[src/rtl/alu_pkg.sv]
// Shared opcode constants, instruction layout and FSM state type for the ALU issue controller.
package alu_pkg;

    localparam logic [3:0] OP_ADD  = 4'b0000;
    localparam logic [3:0] OP_SUB  = 4'b0001;
    localparam logic [3:0] OP_MUL  = 4'b0010;
    localparam logic [3:0] OP_MOD  = 4'b0011;
    localparam logic [3:0] OP_AND  = 4'b0100;
    localparam logic [3:0] OP_OR   = 4'b0101;
    localparam logic [3:0] OP_XOR  = 4'b0110;
    localparam logic [3:0] OP_NOT  = 4'b0111;
    localparam logic [3:0] OP_SRL  = 4'b1000;
    localparam logic [3:0] OP_SLL  = 4'b1001;
    localparam logic [3:0] OP_IDLE = 4'b1111;

    typedef struct packed {
        logic [3:0] op;
        logic [3:0] rd;
        logic [3:0] ra;
        logic [3:0] rb;
    } instr_t;

    typedef enum logic [1:0] {IDLE, ISSUE, RESP} state_t;

    function automatic logic is_mulmod(logic [3:0] op);
        return (op == OP_MUL) || (op == OP_MOD);
    endfunction

    function automatic logic is_illegal(logic [3:0] op);
        return op >= 4'b1010;
    endfunction

endpackage

[src/rtl/alu_issue_ctrl_if.sv]
// Instruction, register-load, ALU and response signals of the issue controller.
interface alu_issue_ctrl_if #(
    parameter int unsigned N = 32
) ();
    logic         instr_valid;
    logic         instr_ready;
    logic [15:0]  instr;
    logic         ld_en;
    logic [3:0]   ld_addr;
    logic [N-1:0] ld_data;
    logic [3:0]   alu_opcode;
    logic [N-1:0] alu_operandA;
    logic [N-1:0] alu_operandB;
    logic [N-1:0] alu_result;
    logic         alu_carryout;
    logic         rsp_valid;
    logic         rsp_ready;
    logic [N-1:0] rsp_result;
    logic [3:0]   rsp_rd;
    logic         rsp_carry;

    // Controller side.
    modport master (
        input  instr_valid, instr, ld_en, ld_addr, ld_data, alu_result, alu_carryout, rsp_ready,
        output instr_ready, alu_opcode, alu_operandA, alu_operandB,
        output rsp_valid, rsp_result, rsp_rd, rsp_carry
    );

    // Environment side: fetch/decode, loader, ALU and response consumer.
    modport slave (
        output instr_valid, instr, ld_en, ld_addr, ld_data, alu_result, alu_carryout, rsp_ready,
        input  instr_ready, alu_opcode, alu_operandA, alu_operandB,
        input  rsp_valid, rsp_result, rsp_rd, rsp_carry
    );
endinterface

[src/rtl/alu_regfile.sv]
// Register file: two async read ports (r0 reads 0), a writeback port that beats the load port.
module alu_regfile #(
    parameter int unsigned N    = 32,
    parameter int unsigned REGS = 16,
    parameter int unsigned AW   = $clog2(REGS)
) (
    input  logic          clk,
    input  logic          rst,
    input  logic [AW-1:0] ra_addr,
    input  logic [AW-1:0] rb_addr,
    output logic [N-1:0]  ra_data,
    output logic [N-1:0]  rb_data,
    input  logic          wb_en,
    input  logic [AW-1:0] wb_addr,
    input  logic [N-1:0]  wb_data,
    input  logic          ld_en,
    input  logic [AW-1:0] ld_addr,
    input  logic [N-1:0]  ld_data
);

    logic [N-1:0] regs [REGS];

    always_ff @(posedge clk) begin
        if (rst) begin
            for (int i = 0; i < REGS; i++) regs[i] <= '0;
        end else begin
            // r0 is never written.
            for (int i = 1; i < REGS; i++) begin
                if (wb_en && wb_addr == AW'(i)) regs[i] <= wb_data;
                else if (ld_en && ld_addr == AW'(i)) regs[i] <= ld_data;
            end
        end
    end

    assign ra_data = (ra_addr == '0) ? '0 : regs[ra_addr];
    assign rb_data = (rb_addr == '0) ? '0 : regs[rb_addr];

endmodule

[src/rtl/alu_issue_ctrl.sv]
// Issues one instruction at a time to a combinational ALU, writes back and returns a response.
// Define ALU_ILLEGAL_TRAP_EN to answer opcodes 1010-1111 with all-ones instead of issuing them.
module alu_issue_ctrl
    import alu_pkg::*;
#(
    parameter int unsigned N           = 32,
    parameter int unsigned REGS        = 16,
    parameter int unsigned MULMOD_WAIT = 2
) (
    input logic             clk,
    input logic             rst,
    alu_issue_ctrl_if.master bus
);

    localparam int unsigned CntW = (MULMOD_WAIT > 0) ? $clog2(MULMOD_WAIT + 1) : 1;

    state_t          state_q, state_d;
    logic [CntW-1:0] cnt_q, cnt_d;
    logic [3:0]      opcode_q, opcode_d;
    logic [N-1:0]    opa_q, opa_d;
    logic [N-1:0]    opb_q, opb_d;
    logic [N-1:0]    res_q, res_d;
    logic [3:0]      rd_q, rd_d;
    logic            carry_q, carry_d;
    logic            wb_en;
    logic            illegal;
    logic [N-1:0]    ra_data, rb_data;
    instr_t          ins;

    assign ins = instr_t'(bus.instr);

`ifdef ALU_ILLEGAL_TRAP_EN
    assign illegal = is_illegal(ins.op);
`else
    assign illegal = 1'b0;
`endif

    alu_regfile #(
        .N    (N),
        .REGS (REGS),
        .AW   (4)
    ) u_regfile (
        .clk     (clk),
        .rst     (rst),
        .ra_addr (ins.ra),
        .rb_addr (ins.rb),
        .ra_data (ra_data),
        .rb_data (rb_data),
        .wb_en   (wb_en),
        .wb_addr (rd_q),
        .wb_data (bus.alu_result),
        .ld_en   (bus.ld_en),
        .ld_addr (bus.ld_addr),
        .ld_data (bus.ld_data)
    );

    always_comb begin
        state_d  = state_q;
        cnt_d    = cnt_q;
        opcode_d = opcode_q;
        opa_d    = opa_q;
        opb_d    = opb_q;
        res_d    = res_q;
        rd_d     = rd_q;
        carry_d  = carry_q;
        wb_en    = 1'b0;
        unique case (state_q)
            IDLE: begin
                if (bus.instr_valid) begin
                    rd_d = ins.rd;
                    if (illegal) begin
                        state_d = RESP;
                        res_d   = '1;
                        carry_d = 1'b0;
                    end else begin
                        state_d  = ISSUE;
                        opcode_d = ins.op;
                        opa_d    = ra_data;
                        opb_d    = rb_data;
                        cnt_d    = is_mulmod(ins.op) ? CntW'(MULMOD_WAIT) : '0;
                    end
                end
            end
            ISSUE: begin
                if (cnt_q == '0) begin
                    state_d = RESP;
                    res_d   = bus.alu_result;
                    // ALU carry is only meaningful for add.
                    carry_d = (opcode_q == OP_ADD) && bus.alu_carryout;
                    wb_en   = 1'b1;
                end else begin
                    cnt_d = cnt_q - 1'b1;
                end
            end
            RESP: begin
                if (bus.rsp_ready) begin
                    state_d  = IDLE;
                    opcode_d = OP_IDLE;
                end
            end
            default: state_d = IDLE;
        endcase
    end

    always_ff @(posedge clk) begin
        if (rst) begin
            state_q  <= IDLE;
            cnt_q    <= '0;
            opcode_q <= OP_IDLE;
            opa_q    <= '0;
            opb_q    <= '0;
            res_q    <= '0;
            rd_q     <= '0;
            carry_q  <= 1'b0;
        end else begin
            state_q  <= state_d;
            cnt_q    <= cnt_d;
            opcode_q <= opcode_d;
            opa_q    <= opa_d;
            opb_q    <= opb_d;
            res_q    <= res_d;
            rd_q     <= rd_d;
            carry_q  <= carry_d;
        end
    end

    assign bus.instr_ready  = (state_q == IDLE);
    assign bus.rsp_valid    = (state_q == RESP);
    assign bus.alu_opcode   = opcode_q;
    assign bus.alu_operandA = opa_q;
    assign bus.alu_operandB = opb_q;
    assign bus.rsp_result   = res_q;
    assign bus.rsp_rd       = rd_q;
    assign bus.rsp_carry    = carry_q;

endmodule
[src/flat_wrapper.sv]
// flat-port wrapper written by rule: the top's interface ports become plain ports
module alu_issue_ctrl_flat import alu_pkg::*;
#(
    parameter int unsigned N           = 32,
    parameter int unsigned REGS        = 16,
    parameter int unsigned MULMOD_WAIT = 2
)
  (clk, rst, bus_instr_valid, bus_instr, bus_ld_en, bus_ld_addr, bus_ld_data, bus_alu_result, bus_alu_carryout, bus_rsp_ready, bus_instr_ready, bus_alu_opcode, bus_alu_operandA, bus_alu_operandB, bus_rsp_valid, bus_rsp_result, bus_rsp_rd, bus_rsp_carry);
  alu_issue_ctrl_if #(.N(N)) bus_i ();
  input logic clk;
  input logic rst;
  input wire logic [$bits(bus_i.instr_valid)-1:0] bus_instr_valid;
  input wire logic [$bits(bus_i.instr)-1:0] bus_instr;
  input wire logic [$bits(bus_i.ld_en)-1:0] bus_ld_en;
  input wire logic [$bits(bus_i.ld_addr)-1:0] bus_ld_addr;
  input wire logic [$bits(bus_i.ld_data)-1:0] bus_ld_data;
  input wire logic [$bits(bus_i.alu_result)-1:0] bus_alu_result;
  input wire logic [$bits(bus_i.alu_carryout)-1:0] bus_alu_carryout;
  input wire logic [$bits(bus_i.rsp_ready)-1:0] bus_rsp_ready;
  output wire logic [$bits(bus_i.instr_ready)-1:0] bus_instr_ready;
  output wire logic [$bits(bus_i.alu_opcode)-1:0] bus_alu_opcode;
  output wire logic [$bits(bus_i.alu_operandA)-1:0] bus_alu_operandA;
  output wire logic [$bits(bus_i.alu_operandB)-1:0] bus_alu_operandB;
  output wire logic [$bits(bus_i.rsp_valid)-1:0] bus_rsp_valid;
  output wire logic [$bits(bus_i.rsp_result)-1:0] bus_rsp_result;
  output wire logic [$bits(bus_i.rsp_rd)-1:0] bus_rsp_rd;
  output wire logic [$bits(bus_i.rsp_carry)-1:0] bus_rsp_carry;
  assign bus_i.instr_valid = bus_instr_valid;
  assign bus_i.instr = bus_instr;
  assign bus_i.ld_en = bus_ld_en;
  assign bus_i.ld_addr = bus_ld_addr;
  assign bus_i.ld_data = bus_ld_data;
  assign bus_i.alu_result = bus_alu_result;
  assign bus_i.alu_carryout = bus_alu_carryout;
  assign bus_i.rsp_ready = bus_rsp_ready;
  assign bus_instr_ready = bus_i.instr_ready;
  assign bus_alu_opcode = bus_i.alu_opcode;
  assign bus_alu_operandA = bus_i.alu_operandA;
  assign bus_alu_operandB = bus_i.alu_operandB;
  assign bus_rsp_valid = bus_i.rsp_valid;
  assign bus_rsp_result = bus_i.rsp_result;
  assign bus_rsp_rd = bus_i.rsp_rd;
  assign bus_rsp_carry = bus_i.rsp_carry;
  alu_issue_ctrl #(.N(N), .REGS(REGS), .MULMOD_WAIT(MULMOD_WAIT)) u_core (.clk(clk), .rst(rst), .bus(bus_i));
endmodule
[config.mk]
export PLATFORM = sky130hd
export DESIGN_NAME = alu_issue_ctrl_flat
export DESIGN_NICKNAME = d
export VERILOG_FILES = /design/src/rtl/alu_pkg.sv /design/src/rtl/alu_issue_ctrl_if.sv /design/src/rtl/alu_regfile.sv /design/src/rtl/alu_issue_ctrl.sv /design/src/flat_wrapper.sv
export SDC_FILE = /design/constraint.sdc
export NUM_CORES = 1
export LEC_CHECK = 0
export BUFFER_PORTS_ARGS = -buffer_cell sky130_fd_sc_hd__buf_2
export CORE_UTILIZATION = 50
export CTS_BUF_LIST = sky130_fd_sc_hd__clkbuf_8 sky130_fd_sc_hd__clkbuf_16
export DETAILED_ROUTE_END_ITERATION = 8
export HOLD_SLACK_MARGIN = 0.05
export PLACE_DENSITY_LB_ADDON = 0.08
export REMOVE_ABC_BUFFERS = 1
export SETUP_SLACK_MARGIN = 0.15
export SYNTH_ARGS = -nofsm -noshare
export SYNTH_HDL_FRONTEND = slang
export SYNTH_SLANG_ARGS = --single-unit
[constraint.sdc]
create_clock -name clk -period 7.2 [get_ports clk]
set_input_delay 0.36 -clock clk [delete_from_list [all_inputs] [get_ports clk]]
set_output_delay 0.36 -clock clk [all_outputs]
set_load 0.02 [all_outputs]
==> out/metrics.csv, run 1 <==
metric;value;unit
status;finished, final reports clean;
antenna diode count;0;
clk_skew;0.0202;ns
nature of the critical path endpoint;flop;
CP dominant cell by count;nand3_2;
mapped cell area;31700;sq um
number of fill cells;5020;
I/O pins;197;
cell-internal power;6.26;mW
slowest stage delay, CP;1.31;ns
worst min path class;in2reg;
slowest stage cell, crit path;nand3_2;
gpl congestion;0.823;
Post-synth EDFFs;480;
Async S/R FF share, synth;0;%
Comb power frac;14.0;%
Post-Route WL;114000;um
MaxCap Viol Count;0;
Worst EP required;7.42;ns
Congestion Overflow GR;0;
Die X-Extent;254;um
GRT Total Usage;35.7;%
post-CTS setup buffer count;0;
CTS resizes;0;
wire per inst;34.5;um
DRC Markers;0;
total number of vias;24000;
Post-DP HPWL;62800;um
f_max;0.239;GHz
cts bufs inserted;67;
Distinct cells, synth;56;
Clock Sinks;589;
sw frac;27.0;%
crit-path max FO;35;
met3 usage in global routing;8.21;%
hold slack final;0.103;ns
WS Path Type;reg2reg;
H-tree lvl count;3;
setup TNS;0;ns
Clock Latency Late Sink;0.62;ns
Worst Setup Start Kind;flop;
pwr/cell area;241;nW/um^2
site row count;91;
Hold Buf Count CTS;10;
vias in the first global route;23900;
vias per inst;7.26;
Slew HR;7.01;%
core area;62200;sq um
worst-margin pin slew;1.39;ns
YS warnings;0;
Die ar.;64400;sq um
Leak;12.6;nW
final number of hold-violating endpoints;0;
Root Driver;clkbuf_16;
Top FF cell, synth;edfxtp_1;
RSZ-0062 raised after global routing;false;
synthesized area per cell;13.3;sq um
Initial Utilization;51.0;%
Synth Register Bits;589;
initial antenna violation count;1;
layer carrying the most global-route usage;met2;
P_sw;2.31;mW
worst path cell trace;nor2b_1, nand3_2, nand3_2;
CTS max path bufs;3;
Iteration-0 DRC Markers;3292;
nets;2514;
synthesized instance count;2380;
layout cells sized above 1;29.6;%
Clk network pwr share;38.9;%
Arr. time, crit path;4.41;ns
M2 GR Usage;54.4;%
Layout area overhead;12.4;%
First-pass DRT Iterations;6;
period utilisation layout;58.2;%
Final Critical Period;4.19;ns
Routed Antenna Nets;0;
final setup vio count;0;
I/O Buffers;196;
register area share after synthesis;52.4;%
largest net degree at the start of global routing;67;
sequential share of power;47.2;%
CTS tree;yes;
first-pass GRT wire length;164000;um
chip height;254;um
met1 global-route usage;50.1;%
Clk pin slew, worst setup/hold paths;0.06;ns
VDD IR max;189;uV
Slew Viols, Final;0;
==> cells in the mapped netlist (3+ instances only) <==
cell,count,area share (%)
and3_1,4,0.079
o221a_1,32,1.1
buf_6,9,0.32
o2bb2ai_1,64,1.8
a21oi_1,74,1.2
o221ai_1,6,0.17
mux4_2,192,14
mux2_1,58,2.1
a31oi_1,3,0.059
clkbuf_1,244,2.9
nor3_2,60,1.9
a221o_1,64,2.0
o21ai_1,99,1.6
a311oi_2,3,0.14
edfxtp_1,480,45
nor2_1,13,0.15
nor2b_1,69,1.4
a22o_1,256,7.1
dfxtp_1,109,6.9
o22ai_1,4,0.079
buf_1,8,0.095
buf_4,14,0.33
nand2b_1,7,0.14
buf_2,26,0.41
nand2_1,281,3.3
inv_1,5,0.059
a211oi_1,7,0.17
nand3_1,7,0.11
nor3_1,14,0.22
mux2_2,70,2.5
a221oi_1,64,1.8
==> through the flow <==
step           setup slack [ns]  total power, mW  instance area, sq um  std cells  utilization, %
2_1_floorplan              3.24             4.70                 30400       2079               -
3_3_place_gp               3.14             5.25                 33400       3181            53.7
3_5_place_dp               3.02             5.28                 33400       3181            53.7
4_1_cts                    3.05             8.57                 35600       3313            57.3
5_1_grt                    2.76             8.80                 35600       3313            57.3
6_report                   3.01             8.57                 35600       3313            57.3
==> path summary, 6_finish.rpt <==
path / endpoint / slack, ns / from / depth (start not counted)
min reg2reg: u_core.bus.rsp_result[2] / 0.45 / u_core.bus.rsp_result[2] / 2
max: u_core.u_regfile.regs[8][20] / 3.01 / u_core.state_q[1] / 3
min: u_core.bus.rsp_result[25] / 0.10 / bus_alu_result[25] / 3
max reg2reg: u_core.u_regfile.regs[8][20] / 3.01 / u_core.state_q[1] / 3
==> layout make-up <==
type                    instances  area, sq um  share of cell area [%]
clock buffers                  82         1890                    5.32
clock inverters                40          221                   0.622
inverters                       6         22.5                  0.0632
multi-input cells            1484        14200                    39.9
flip-flops and latches        589        16600                    46.6
well taps                     837         1050                    2.94
repair buffers                275         1640                    4.59
==> cell families (layout without fill, tap and decap cells) <==
kind of cell / count (synthesis) / after routing / synth area share (%)
fa+ha+maj: 1 / 1 / 0.0395
mux: 320 / 320 / 18.2
flops: 589 / 589 / 52.4
compound gates: 691 / 691 / 17.5
simple gates: 472 / 472 / 7.75
buf+inv: 307 / 403 / 4.12
==> per-layer routing <==
metal  vias to the layer above  wire length [um]  share of wire, %
met1                     12300             44500                39
met5                         -                13             0.011
met4                         2              3610               3.2
li1                       9722                 -                 -
met3                       257             14200                12
met2                      1759             51900                45
==> power groups by stage <==
stage | combinational, mW | sequential (mW) | clock, mW
detailed placement | 1.18 | 4.11 | 0
floorplan | 0.569 | 4.13 | 0
CTS | 1.18 | 4.04 | 3.35
global route | 1.26 | 4.06 | 3.48
finish | 1.20 | 4.04 | 3.33
global placement | 1.16 | 4.09 | 0
==> sequential cells by signal (all words and copies together), names as in the netlist <==
name / count
u_core.u_regfile.regs: 480
u_core.bus.alu_operandB: 32
u_core.state_q: 2
u_core.cnt_q: 2
u_core.bus.rsp_result: 32
u_core.bus.rsp_carry: 1
u_core.bus.rsp_rd: 4
u_core.bus.alu_opcode: 4
u_core.bus.alu_operandA: 32
==> critical path: cells and delay by family (launching register included) <==
kind,cells,cell delay (ns)
flip-flops,1,0.43
AND/OR/NAND/NOR,3,3.33
==> cells in the final DEF, fill, tap and decap left out, types with 6 or more instances in the layout <==
master         instances
a211oi_4               8
a21oi_1               72
a221o_1               64
a221oi_1              64
a22o_1               256
buf_2                189
buf_4                 72
clkbuf_16             68
clkbuf_8              16
clkinv_1              10
clkinv_2               6
dfxtp_1              109
dlygate4sd3_1         10
edfxtp_1             480
inv_1                 22
mux2_1                58
mux2_2                70
mux4_2               192
nand2_1              281
nand2b_1               7
nor2_1                 9
nor2b_1               67
nor3_1                 7
nor3_2                67
o21ai_1               96
o221a_1               32
o221ai_4               6
o2bb2ai_1             64
Power figures use the tool's default switching activity.
==> inputs of run 2 (changes only) <==
==> constraint.sdc (replaced) <==
create_clock -name clk -period 3.9 [get_ports clk]
set_input_delay 0.195 -clock clk [delete_from_list [all_inputs] [get_ports clk]]
set_output_delay 0.195 -clock clk [all_outputs]
set_load 0.02 [all_outputs]
==> run 2 against run 1 <==
  * Register-to-register slack lost 2.0 ns
  * Total power is 90% higher
  * Global-route usage up 0.23 points
  * Critical path depth increased by 3
  * Largest cell class unchanged
  * Highest routed layer is now met4
==> out/metrics.csv, run 2 (same netlist as run 1, synthesis figures left out) <==
metric;value;unit
Hold Crit Start;bus_ld_data[5];
I/O pins;197;
commonest non-fill, non-tap cell in the layout;edfxtp_1;
Slew HR;26.0;%
final setup vio count;0;
worst path cell trace;inv_1, ha_1, and3b_1, nand2_1, o221ai_4, buf_12;
FF-to-FF path depth;6;
slowest stage delay, CP;0.70;ns
setup TNS;0;ns
final core utilization;59.0;%
slowest stage cell, crit path;o221ai_4;
DRC Markers;0;
final number of hold-violating endpoints;0;
most frequent cells in the layout;edfxtp_1 (480), nand2_1 (281), a22o_1 (256);
gpl congestion;0.853;
nets;2589;
wire per inst;33.8;um
max reg flops;480;
Layout Cells excl Fill;3395;
cts bufs inserted;69;
CTS tree;yes;
core area;62200;sq um
FF-to-FF End;u_core.u_regfile.regs[3][18];
total number of vias;24000;
hold path depth;3;
Die ar.;64400;sq um
Post-Route WL;115000;um
first-pass GRT wire length;164000;um
MaxCap Viol Count;0;
RSZ-0062 raised after global routing;false;
GRT Total Usage;35.9;%
nature of the critical path endpoint;flop;
CTS resizes;0;
First-pass DRT Iterations;5;
Worst Setup Start Kind;flop;
Clock Sinks;589;
Critical R2R Launch;u_core.cnt_q[0];
f_max;0.347;GHz
site row count;91;
CTS max path bufs;3;
clk_skew;0.0242;ns
worst min path class;in2reg;
Initial Utilization;51.0;%
Die X-Extent;254;um
Hold Crit Endpoint;u_core.u_regfile.regs[10][5];
dpl cells;3217;
VDD IR max;337;uV
Clock Latency Late Sink;0.62;ns
largest net degree at the start of global routing;81;
Leak;13.1;nW
I/O Buffers;196;
vias per inst;7.08;
chip height;254;um
status;finished, final reports clean;
initial antenna violation count;1;
WS Path Type;reg2reg;
Routed Antenna Nets;0;
layout cells sized above 1;30.4;%
crit-path leading delay family;simple AND/OR/NAND/NOR gates;
Buf+Inv Stages, Crit Path;2;
worst-margin pin slew;1.11;ns
Iteration-0 DRC Markers;3062;
period utilisation layout;74.0;%
Worst EP required;4.21;ns
Clk pin slew, worst setup/hold paths;0.06;ns
r2r setup slk;1.01;ns
Slew Viols, Final;0;
Post-DP HPWL;67000;um
crit-path max FO;18;
hold slack final;0.0729;ns
Final Critical Period;2.89;ns
vias in the first global route;24100;
Root Driver;clkbuf_16;
Largest Register;u_core.u_regfile.regs;
Arr. time, crit path;3.19;ns
Congestion Overflow GR;0;
Overall Power;16.3;mW
H-tree lvl count;3;
Layout area overhead;15.7;%
pwr/cell area;444;nW/um^2
## run 2: how the worst max path moves through the flow
stage               startpoint                            to  cells after the start
2_1_floorplan  u_core.cnt_q[0]  u_core.u_regfile.regs[14][0]                      6
3_3_place_gp   u_core.cnt_q[0]  u_core.u_regfile.regs[3][26]                      6
3_5_place_dp   u_core.cnt_q[0]  u_core.u_regfile.regs[3][13]                      6
4_1_cts        u_core.cnt_q[0]  u_core.u_regfile.regs[3][13]                      6
5_1_grt        u_core.cnt_q[0]  u_core.u_regfile.regs[3][18]                      6
6_report       u_core.cnt_q[0]  u_core.u_regfile.regs[3][18]                      6
## run 2: worst register-to-register path: cells and delay by family, from the launching register on
family	cells	cell delay, ns
buffers and inverters	2	0.36
AO/OA/AOI/OAI	1	0.70
flip-flops	1	0.33
adder cells (fa/ha/maj)	1	0.26
AND/OR/NAND/NOR	2	0.93
## run 2: report_power, final
| group | internal, mW | switching, mW | total [mW] |
|---|---|---|---|
| Clock | 3.85 | 2.69 | 6.54 |
| Combinational | 0.886 | 1.41 | 2.29 |
| Sequential | 7.23 | 0.227 | 7.45 |
| Total | 12.0 | 4.33 | 16.3 |
## run 2: stage by stage
stage	setup WS (ns)	instance area, sq um
3_5_place_dp	1.05	33900
5_1_grt	0.890	36700
3_3_place_gp	1.08	33900
6_report	1.01	36700
4_1_cts	1.01	36700
2_1_floorplan	-0.0612	30400
## run 2: area by class of cell
cell class	count	area, sq um
repair buffers	348	2490
inverters	6	22.5
clock inverters	38	240
flip-flops and latches	589	16600
multi-input cells	1484	14200
well taps	837	1050
clock buffers	90	2060
fillers	4940	25500
diodes	3	7.51
## run 2: routing by layer
metal | vias to the layer above | global-route usage, % | wire length (um)
met2 | 1672 | 54.8 | 51900
met1 | 12200 | 48.8 | 44400
li1 | 9885 | - | -
met5 | - | 0 | 0
met4 | 0 | 15.3 | 4710
met3 | 307 | 9.21 | 13800
## run 2: timing repair
action / in CTS / in global routing
buffers inserted: 0 / 0
endpoints found under the setup margin: 0 / 0
hold buffers: 47 / 0
endpoints found under the hold margin: 88 / 0
